## src/rtl/calc_pkg.sv

```systemverilog
// Shared types and constants for the calculator input unit.
// Nibble coding helpers used by the BCD entry converters.
package calc_pkg;

  localparam int BCD_DIGITS = 10;
  localparam int ENTRY_W = 44;
  localparam logic [3:0] NIBBLE_NEG = 4'hE;

  typedef enum logic [1:0] {
    IDLE,
    CONV,
    DONE
  } conv_state_t;

  function automatic logic is_bad_digit(
    input logic [3:0] d
  );
    return (d > 4'd9) && (d != NIBBLE_NEG);
  endfunction

  function automatic logic has_neg(
    input logic [ENTRY_W-1:0] w
  );
    logic r;
    r = 1'b0;
    for (int k = 0; k < ENTRY_W / 4; k++) begin
      if (w[4*k +: 4] == NIBBLE_NEG) r = 1'b1;
    end
    return r;
  endfunction

endpackage

```

## src/rtl/bcd_mac10.sv

```systemverilog
// Combinational acc*10 + d with carry-out detection.
// The multiply is two shifts and an add, no hard multiplier.
module bcd_mac10 #(
  parameter int W = 32
) (
  input  logic [W-1:0] acc_i,
  input  logic [3:0]   d_i,
  output logic [W-1:0] sum_o,
  output logic         cout_o
);

  logic [W+3:0] wide;
  logic [W+3:0] ext;

  always_comb begin
    ext = {4'b0000, acc_i};
    wide = (ext << 3) + (ext << 1)
         + {{W{1'b0}}, d_i};
  end

  assign sum_o = wide[W-1:0];
  assign cout_o = |wide[W+3:W];

endmodule

```

## src/rtl/bcd_bin_conv_ctrl.sv

```systemverilog
// Digit-serial BCD entry to sign-magnitude binary converter.
// One multiply-by-10 step per clock, start/busy/done handshake.
module bcd_bin_conv_ctrl
  import calc_pkg::*;
#(
  parameter int NDIG = BCD_DIGITS,
  parameter int W = 32
) (
  input  logic               clk,
  input  logic               reset,
  input  logic               start,
  input  logic [ENTRY_W-1:0] bcd_in,
  output logic               busy,
  output logic               done,
  output logic [W-1:0]       binary_sm,
  output logic               neg,
  output logic               err,
  output logic               ovf
);

  localparam int IW = $clog2(NDIG);

  conv_state_t state_q, state_d;
  logic [4*NDIG-1:0] shadow_q, shadow_d;
  logic [W-1:0] acc_q, acc_d;
  logic [W-1:0] bin_q, bin_d;
  logic [IW-1:0] idx_q, idx_d;
  logic busy_q, busy_d;
  logic done_q, done_d;
  logic neg_q, neg_d;
  logic err_q, err_d;
  logic ovf_q, ovf_d;

  logic [3:0] nib;
  logic [3:0] dig;
  logic bad;
  logic [W-1:0] mac_sum;
  logic mac_cout;

  always_comb begin
    nib = '0;
    for (int k = 0; k < NDIG; k++) begin
      if (idx_q == IW'(k)) nib = shadow_q[4*k +: 4];
    end
    bad = is_bad_digit(nib);
    dig = (bad || nib == NIBBLE_NEG) ? 4'd0 : nib;
  end

  bcd_mac10 #(
    .W(W)
  ) u_mac (
    .acc_i (acc_q),
    .d_i   (dig),
    .sum_o (mac_sum),
    .cout_o(mac_cout)
  );

  always_ff @(posedge clk) begin
    if (reset) begin
      state_q  <= IDLE;
      shadow_q <= '0;
      acc_q    <= '0;
      bin_q    <= '0;
      idx_q    <= '0;
      busy_q   <= 1'b0;
      done_q   <= 1'b0;
      neg_q    <= 1'b0;
      err_q    <= 1'b0;
      ovf_q    <= 1'b0;
    end else begin
      state_q  <= state_d;
      shadow_q <= shadow_d;
      acc_q    <= acc_d;
      bin_q    <= bin_d;
      idx_q    <= idx_d;
      busy_q   <= busy_d;
      done_q   <= done_d;
      neg_q    <= neg_d;
      err_q    <= err_d;
      ovf_q    <= ovf_d;
    end
  end

  always_comb begin
    state_d  = state_q;
    shadow_d = shadow_q;
    acc_d    = acc_q;
    bin_d    = bin_q;
    idx_d    = idx_q;
    busy_d   = busy_q;
    done_d   = 1'b0;
    neg_d    = neg_q;
    err_d    = err_q;
    ovf_d    = ovf_q;
    unique case (state_q)
      IDLE: begin
        if (start) begin
          shadow_d = bcd_in[4*NDIG-1:0];
          acc_d    = '0;
          err_d    = 1'b0;
          ovf_d    = 1'b0;
          neg_d    = has_neg(bcd_in);
          idx_d    = IW'(NDIG - 1);
          busy_d   = 1'b1;
          state_d  = CONV;
        end
      end
      CONV: begin
        if (bad) err_d = 1'b1;
        // Once saturated, stay saturated for the rest of the word
        if (mac_cout || ovf_q) begin
          ovf_d = 1'b1;
          acc_d = '1;
        end else begin
          acc_d = mac_sum;
        end
        if (idx_q == '0) state_d = DONE;
        else idx_d = idx_q - 1'b1;
      end
      DONE: begin
        bin_d   = acc_q;
        done_d  = 1'b1;
        busy_d  = 1'b0;
        state_d = IDLE;
      end
      default: state_d = IDLE;
    endcase
  end

  assign busy = busy_q;
  assign done = done_q;
  assign binary_sm = bin_q;
  assign neg = neg_q;
  assign err = err_q;
  assign ovf = ovf_q;

endmodule

```

## config.mk

```make
export PLATFORM = sky130hd
export DESIGN_NAME = bcd_bin_conv_ctrl
export DESIGN_NICKNAME = d
export VERILOG_FILES = /design/src/rtl/calc_pkg.sv /design/src/rtl/bcd_mac10.sv /design/src/rtl/bcd_bin_conv_ctrl.sv
export SDC_FILE = /design/constraint.sdc
export NUM_CORES = 1
export LEC_CHECK = 0
export CAP_MARGIN = 20
export CORE_MARGIN = 10
export CORE_UTILIZATION = 49
export CTS_CLUSTER_DIAMETER = 40
export DETAILED_ROUTE_END_ITERATION = 7
export HOLD_SLACK_MARGIN = 0.1
export PLACE_DENSITY = 0.71
export SYNTH_ARGS = -nofsm -noshare
export SYNTH_HDL_FRONTEND = slang
export SYNTH_SLANG_ARGS = --single-unit
```

## constraint.sdc

```tcl
create_clock -name clk -period 4.5 [get_ports clk]
set_clock_uncertainty 0.05 [all_clocks]
set_input_delay 0.9 -clock clk [delete_from_list [all_inputs] [get_ports clk]]
set_output_delay 0.9 -clock clk [all_outputs]
set_load 0.05 [all_outputs]
```

==> reports/summary.txt, run 1 <==
Status = finished with violations
Failing checks = negative setup slack
CP Class = reg2reg
CP startpoint kind = register
Commonest cells post-synth = 140 x nand2_1, 115 x dfxtp_1, 88 x a21oi_1
TritonCTS buffer count = 17
Routed wire length = 19.5 mm
Total power = 2.89 mW
Ant diodes = 0
Vias in the first global route = 6,824
Non-filler cells, final = 1,120
Int Power = 2.14 mW
RSZ-0062 raised after global routing = true
Clock slew at reported path FFs = 0.06 ns
Top_reg_cell synth = dfxtp_1
Worst-margin pin slew = 1.10 ns
Vias = 6,700
Root Buffer = clkbuf_16
PwrDens = 321 mW/mm^2
Nets = 1,043
Routed length per instance = 17.4 um
Worst setup EP type = register
I/O Pins = 84
#FFs+latches synth = 115
Core ar. = 0.0138 mm^2
Distinct cells, synth = 67
Final core area utilization = 0.653
Pin count of the biggest net entering global routing = 53
NetSw = 0.753 mW
Yosys top cell by area = dfxtp_1
Worst endpoint required time = 4.75 ns
Synth Instances = 821
First-pass GRT wire length = 32.7 mm
Lkg Pwr = 3.76 nW
Pre-Repair DR Iteration Count = 7
Vias per std cell = 5.98
Clk network pwr share = 0.474
Starting Density = 0.496
Ranking of synthesized cells by area = dfxtp_1 34%, ha_1 12%, nand2_1 7.7%
Finished Cell Area = 0.00900 mm^2
Layout cells sized above 1 = 0.165
Post-synth ARST share = 0
Final Hold Viols = 0
First DRT Iteration DRCs = 743
DRC violations left = 0
Clock Sinks = 115
IO Port Bufs = 83
Worst Hold Class = reg2reg
CTS Buffer Depth = 2
Crit path max fanout = 8
H-Tree Depth = 4
Global route total overflow = 0
Mean Syn Cell Area = 8.32 um^2
Overall Global Routing Usage = 0.200
Period minus WS final = 4.59 ns
Sequential power share = 0.377
Synth top area share = 0.337
Max Clock Freq = 0.218 GHz
Final worst setup slack = -0.0850 ns
Max Cap Viol = 0
CTS tree = done
Most frequent cell after synthesis = nand2_1
Die Ht = 138 um
Mapped Area = 0.00683 mm^2
Number of synthesized flops with an enable pin = 0
DRT antenna net count = 0
HPWL Detailed = 13.6 mm
Net Sw Frac = 0.260
Placed instance count = 1,069
WHS = 0.406 ns
Seq/Total Area, Yosys = 0.337
Initial antenna violation count = 0
Die width = 138 um
Placement Rows = 43
Placer Congestion = 0.952
Final setup viols = 33
Critical Path AT = 4.83 ns
Comb pwr share = 0.149
Period utilization = 1.02
Maximum VDD drop = 316 uV
Die area = 0.0191 mm^2
Slew HR = 0.263
Synth Warn # = 0
Mapped Nets = 937
DP Area = 0.00796 mm^2
Area Overhead vs Synth = 31.7%
Max-slew violations = 0
Clock latency on the worst-skew pair = 0.42 ns
[area by class of cell]
| class | instances | area [um^2] |
|---|---|---|
| fillers | 1161 | 4770 |
| multi-input cells | 642 | 4520 |
| flip-flops and latches | 115 | 2300 |
| repair buffers | 136 | 1290 |
| clock buffers | 20 | 447 |
| well taps | 180 | 225 |
| clock inverters | 12 | 156 |
| inverters | 15 | 58.8 |
[metal layers]
metal  GRT usage  vias up  part of all wire
met5           0        -                 0
met1       0.232     3158              0.42
met2       0.335      255              0.48
met4       0.103        0             0.038
li1            -     3229                 -
met3      0.0490       58             0.057
[state kept, by name, summed over array words and instances, names as in the netlist]
signal	cells
shadow_q	40
ovf	1
done	1
state_q	2
err	1
idx_q	4
binary_sm	32
acc_q	32
neg	1
busy	1
[worst max-delay path: stages (launching register included)]
cell and delay [ns]:
dfxtp_2 0.35, inv_4 0.04, buf_4 0.13, ha_4 0.18, buf_4 0.14, nand2_1 0.07
o21ai_2 0.06, o31ai_2 0.33, a31oi_4 0.14, buf_4 0.15, buf_4 0.12, nor2b_1 0.13
ha_1 0.30, ha_2 0.19, inv_2 0.04, fa_2 0.34, nand2b_4 0.16, a21oi_4 0.18
o211ai_1 0.13, nand3_1 0.17, o31ai_2 0.09, mux2i_2 0.18, a2111oi_4 0.34, buf_6 0.20
buf_12 0.15, o221ai_2 0.09
[cells by family after synthesis]
family | Yosys count | synth area share
buf+inv | 64 | 0.0390
simple gates | 271 | 0.189
mux | 4 | 0.00769
compound gates | 277 | 0.272
fa+ha+maj | 69 | 0.129
xor+xnor | 21 | 0.0269
flops | 115 | 0.337
[power by group through the flow]
| stage | Clock, mW | Combinational, mW | Sequential [mW] |
|---|---|---|---|
| finish | 1.37 | 0.431 | 1.09 |
| global route | 1.43 | 0.470 | 1.09 |
| CTS | 1.38 | 0.392 | 1.09 |
| detailed placement | 0 | 0.348 | 1.11 |
| global placement | 0 | 0.340 | 1.11 |
| floorplan | 0 | 0.207 | 1.11 |
[per-stage QoR]
step / setup TNS (ns) / setup slack [ns]
4_1_cts: -0.362 / -0.0413
2_1_floorplan: 0 / 0.00674
3_3_place_gp: -0.592 / -0.0882
6_report: -1.78 / -0.0850
3_5_place_dp: -8.43 / -0.366
5_1_grt: -7.64 / -0.264
[layout by cell type, fill, tap and decap left out, drive strengths merged, types with 6 or more instances in the layout]
cell type | netlist | final
xnor2 | 14 | 14
nor2 | 32 | 32
a22oi | 18 | 18
nand3b | 7 | 7
a22o | 32 | 32
nand3 | 10 | 10
a211oi | 7 | 7
clkdlybuf4s50 | 0 | 82
dfxtp | 115 | 115
nand2b | 8 | 8
o31ai | 6 | 6
xor2 | 7 | 7
a31oi | 6 | 6
a21o | 9 | 9
buf | 6 | 54
and2 | 10 | 10
ha | 67 | 67
nand4 | 7 | 7
nand2 | 140 | 140
nor2b | 11 | 11
o211ai | 11 | 11
nor3 | 13 | 13
clkbuf | 43 | 20
nand4b | 11 | 11
o21ai | 55 | 55
a21oi | 89 | 89
inv | 15 | 16
[final timing paths]
path	slack (ns)	startpoint	depth (start not counted)	endpoint
worst max-delay path	-0.09	idx_q[1]	25	acc_q[31]
worst min-delay path	0.41	shadow_q[32]	2	shadow_q[32]
worst max register to register	-0.09	idx_q[1]	25	acc_q[31]
worst min register to register	0.41	shadow_q[32]	2	shadow_q[32]
[what timing repair did]
action / in CTS / in global routing
cloned: 2 / 0
pin swaps: 18 / 28
gates resized for setup: 40 / 37
setup buffers: 12 / 6
hold buffers: 0 / 0
setup endpoints to repair: 33 / 33
(Power assumes the default switching activity.)
==> inputs of run 2 (changes only) <==
--- a/config.mk
+++ b/config.mk
@@ -5,7 +5,6 @@
 export SDC_FILE = /design/constraint.sdc
 export NUM_CORES = 1
 export LEC_CHECK = 0
-export CAP_MARGIN = 20
 export CORE_MARGIN = 10
 export CORE_UTILIZATION = 49
 export CTS_CLUSTER_DIAMETER = 40
@@ -15,3 +14,4 @@
 export SYNTH_ARGS = -nofsm -noshare
 export SYNTH_HDL_FRONTEND = slang
 export SYNTH_SLANG_ARGS = --single-unit
+export TNS_END_PERCENT = 20
==> reports/summary.txt, run 2 (synthesis results as in run 1) <==
Die width = 138 um
Vias per std cell = 5.94
Starting Density = 0.496
Worst setup EP type = register
Net Sw Frac = 0.260
PwrDens = 322 mW/mm^2
H-Tree Depth = 4
Maximum VDD drop = 316 uV
Worst reg2reg path startpoint = idx_q[1]
Clock latency on the worst-skew pair = 0.42 ns
Final worst setup slack = -0.0727 ns
Highest-delay cell along the critical path = dfxtp_2
CTS Buffer Depth = 2
TNS Setup = -1.36 ns
Pin count of the biggest net entering global routing = 53
Max Cap Viol = 0
Routed length per instance = 17.3 um
CTS tree = done
Clock slew at reported path FFs = 0.06 ns
Max Clock Freq = 0.219 GHz
Ant diodes = 0
HPWL Detailed = 13.6 mm
Initial antenna violation count = 0
Die area = 0.0191 mm^2
Nets = 1,043
TritonCTS buffer count = 17
Comb pwr share = 0.148
Worst Hold Class = reg2reg
Final Hold Viols = 0
Vias = 6,656
Worst endpoint required time = 4.80 ns
Failing checks = negative setup slack
Vias in the first global route = 6,826
Final setup viols = 31
CP startpoint kind = register
Die Ht = 138 um
CTS Hold Bufs = 0
Period utilization = 1.02
Core ar. = 0.0138 mm^2
Crit path from = idx_q[1]
Most common cell after layout, fill and taps aside = nand2_1
Clk network pwr share = 0.475
Crit path top cell by count = buf_4
Overall Global Routing Usage = 0.200
CP Class = reg2reg
Crit path max fanout = 8
First-pass GRT wire length = 32.7 mm
Status = finished with violations
Commonest cells after routing, fill and taps aside = 140 x nand2_1, 113 x dfxtp_1, 82 x clkdlybuf4s50_1
Largest register by flop count = shadow_q
DRT antenna net count = 0
CP max stage delay = 0.35 ns
Placement Rows = 43
Placer Congestion = 0.952
Layout cells sized above 1 = 0.156
IO Port Bufs = 83
Pre-Repair DR Iteration Count = 5
Delay-heaviest family, CP = compound AO/OA/AOI/OAI gates
Placed instance count = 1,069
RSZ-0062 raised after global routing = true
Critical Path AT = 4.87 ns
Lkg Pwr = 3.75 nW
Largest register FFs = 40
Worst-margin pin slew = 1.09 ns
Global route total overflow = 0
Bufs and invs on worst path = 8
Int Power = 2.14 mW
I/O Pins = 84
DRC violations left = 0
First DRT Iteration DRCs = 657
DP Worst Slack = -0.366 ns
Sequential power share = 0.377
Layout fillers = 1,163
Area Overhead vs Synth = 31.2%
NetSw = 0.751 mW
Slew HR = 0.271
Routed wire length = 19.3 mm
Max-slew violations = 0
Period minus WS final = 4.57 ns
WHS = 0.405 ns
Hold path start = shadow_q[32]
Clock Sinks = 115
Non-filler cells, final = 1,120
Root Buffer = clkbuf_16
## run 2: cell counts in the layout (fill, tap and decap cells not counted)
No cell type changed its count.
## run 2: what timing repair did
item,CTS,global route
setup endpoints to repair,33,33
cloned,2,0
resized for setup,40,28
pin swaps,18,26
buffers inserted,12,6
## run 2: power by group through the flow
| stage | Clock [mW] | Sequential [mW] | Combinational [mW] |
|---|---|---|---|
| after floorplan | 0 | 1.11 | 0.207 |
| after global placement | 0 | 1.11 | 0.340 |
| after detailed placement | 0 | 1.11 | 0.348 |
| after CTS | 1.38 | 1.09 | 0.392 |
| after global routing | 1.43 | 1.09 | 0.468 |
| final | 1.37 | 1.09 | 0.428 |
## run 2: final cells by class
class	count	area, um^2	area share
Clock buffer	20	447	0.0498
Clock inverter	12	156	0.0174
Inverter	15	58.8	0.00656
Multi-Input combinational cell	642	4480	0.500
Sequential cell	115	2300	0.257
Tap cell	180	225	0.0251
Timing Repair Buffer	136	1290	0.144
## run 2: final timing paths
check,to,slack (ns),cells after the start
worst max register to register,acc_q[28],-0.07,25
worst min-delay path,shadow_q[32],0.41,2
worst max-delay path,acc_q[28],-0.07,25
worst min register to register,shadow_q[32],0.41,2
## run 2: worst register-to-register path, stage by stage (launching register included)
cell and delay, ns:
dfxtp_2 0.35, inv_4 0.04, buf_4 0.13, ha_4 0.18
buf_4 0.14, nand2_1 0.07, o21ai_2 0.06, o31ai_2 0.33
a31oi_4 0.14, buf_4 0.15, buf_4 0.12, nor2b_1 0.13
ha_1 0.29, ha_2 0.19, inv_2 0.04, fa_2 0.34
nand2b_4 0.17, a21oi_4 0.18, o21ai_2 0.08, o311ai_2 0.27
o22a_1 0.27, o2111a_1 0.26, a2111oi_4 0.06, buf_6 0.16
buf_12 0.15, o211ai_2 0.15
## run 2: layer usage
metal  global-route usage  wire length [um]
met1                0.232              8390
met2                0.335              9340
met3               0.0490               878
met4                0.103               735
met5                    0                 0
## run 2: metrics by stage
step / power (mW) / instance area (um^2) / util
after floorplan: 1.31 / 6860 / -
after global placement: 1.45 / 7960 / 0.578
after detailed placement: 1.46 / 7960 / 0.578
after CTS: 2.86 / 8820 / 0.641
after global routing: 2.99 / 8960 / 0.651
final: 2.89 / 8960 / 0.651
==> inputs of run 3 (changes only) <==
--- a/config.mk
+++ b/config.mk
@@ -5,6 +5,7 @@
 export SDC_FILE = /design/constraint.sdc
 export NUM_CORES = 1
 export LEC_CHECK = 0
+export ABC_CLOCK_PERIOD_IN_PS = 4500
 export CORE_MARGIN = 10
 export CORE_UTILIZATION = 49
 export CTS_CLUSTER_DIAMETER = 40
==> results of run 3 <==
No change in the layout: final DEF, timing and power equal those of run 2.
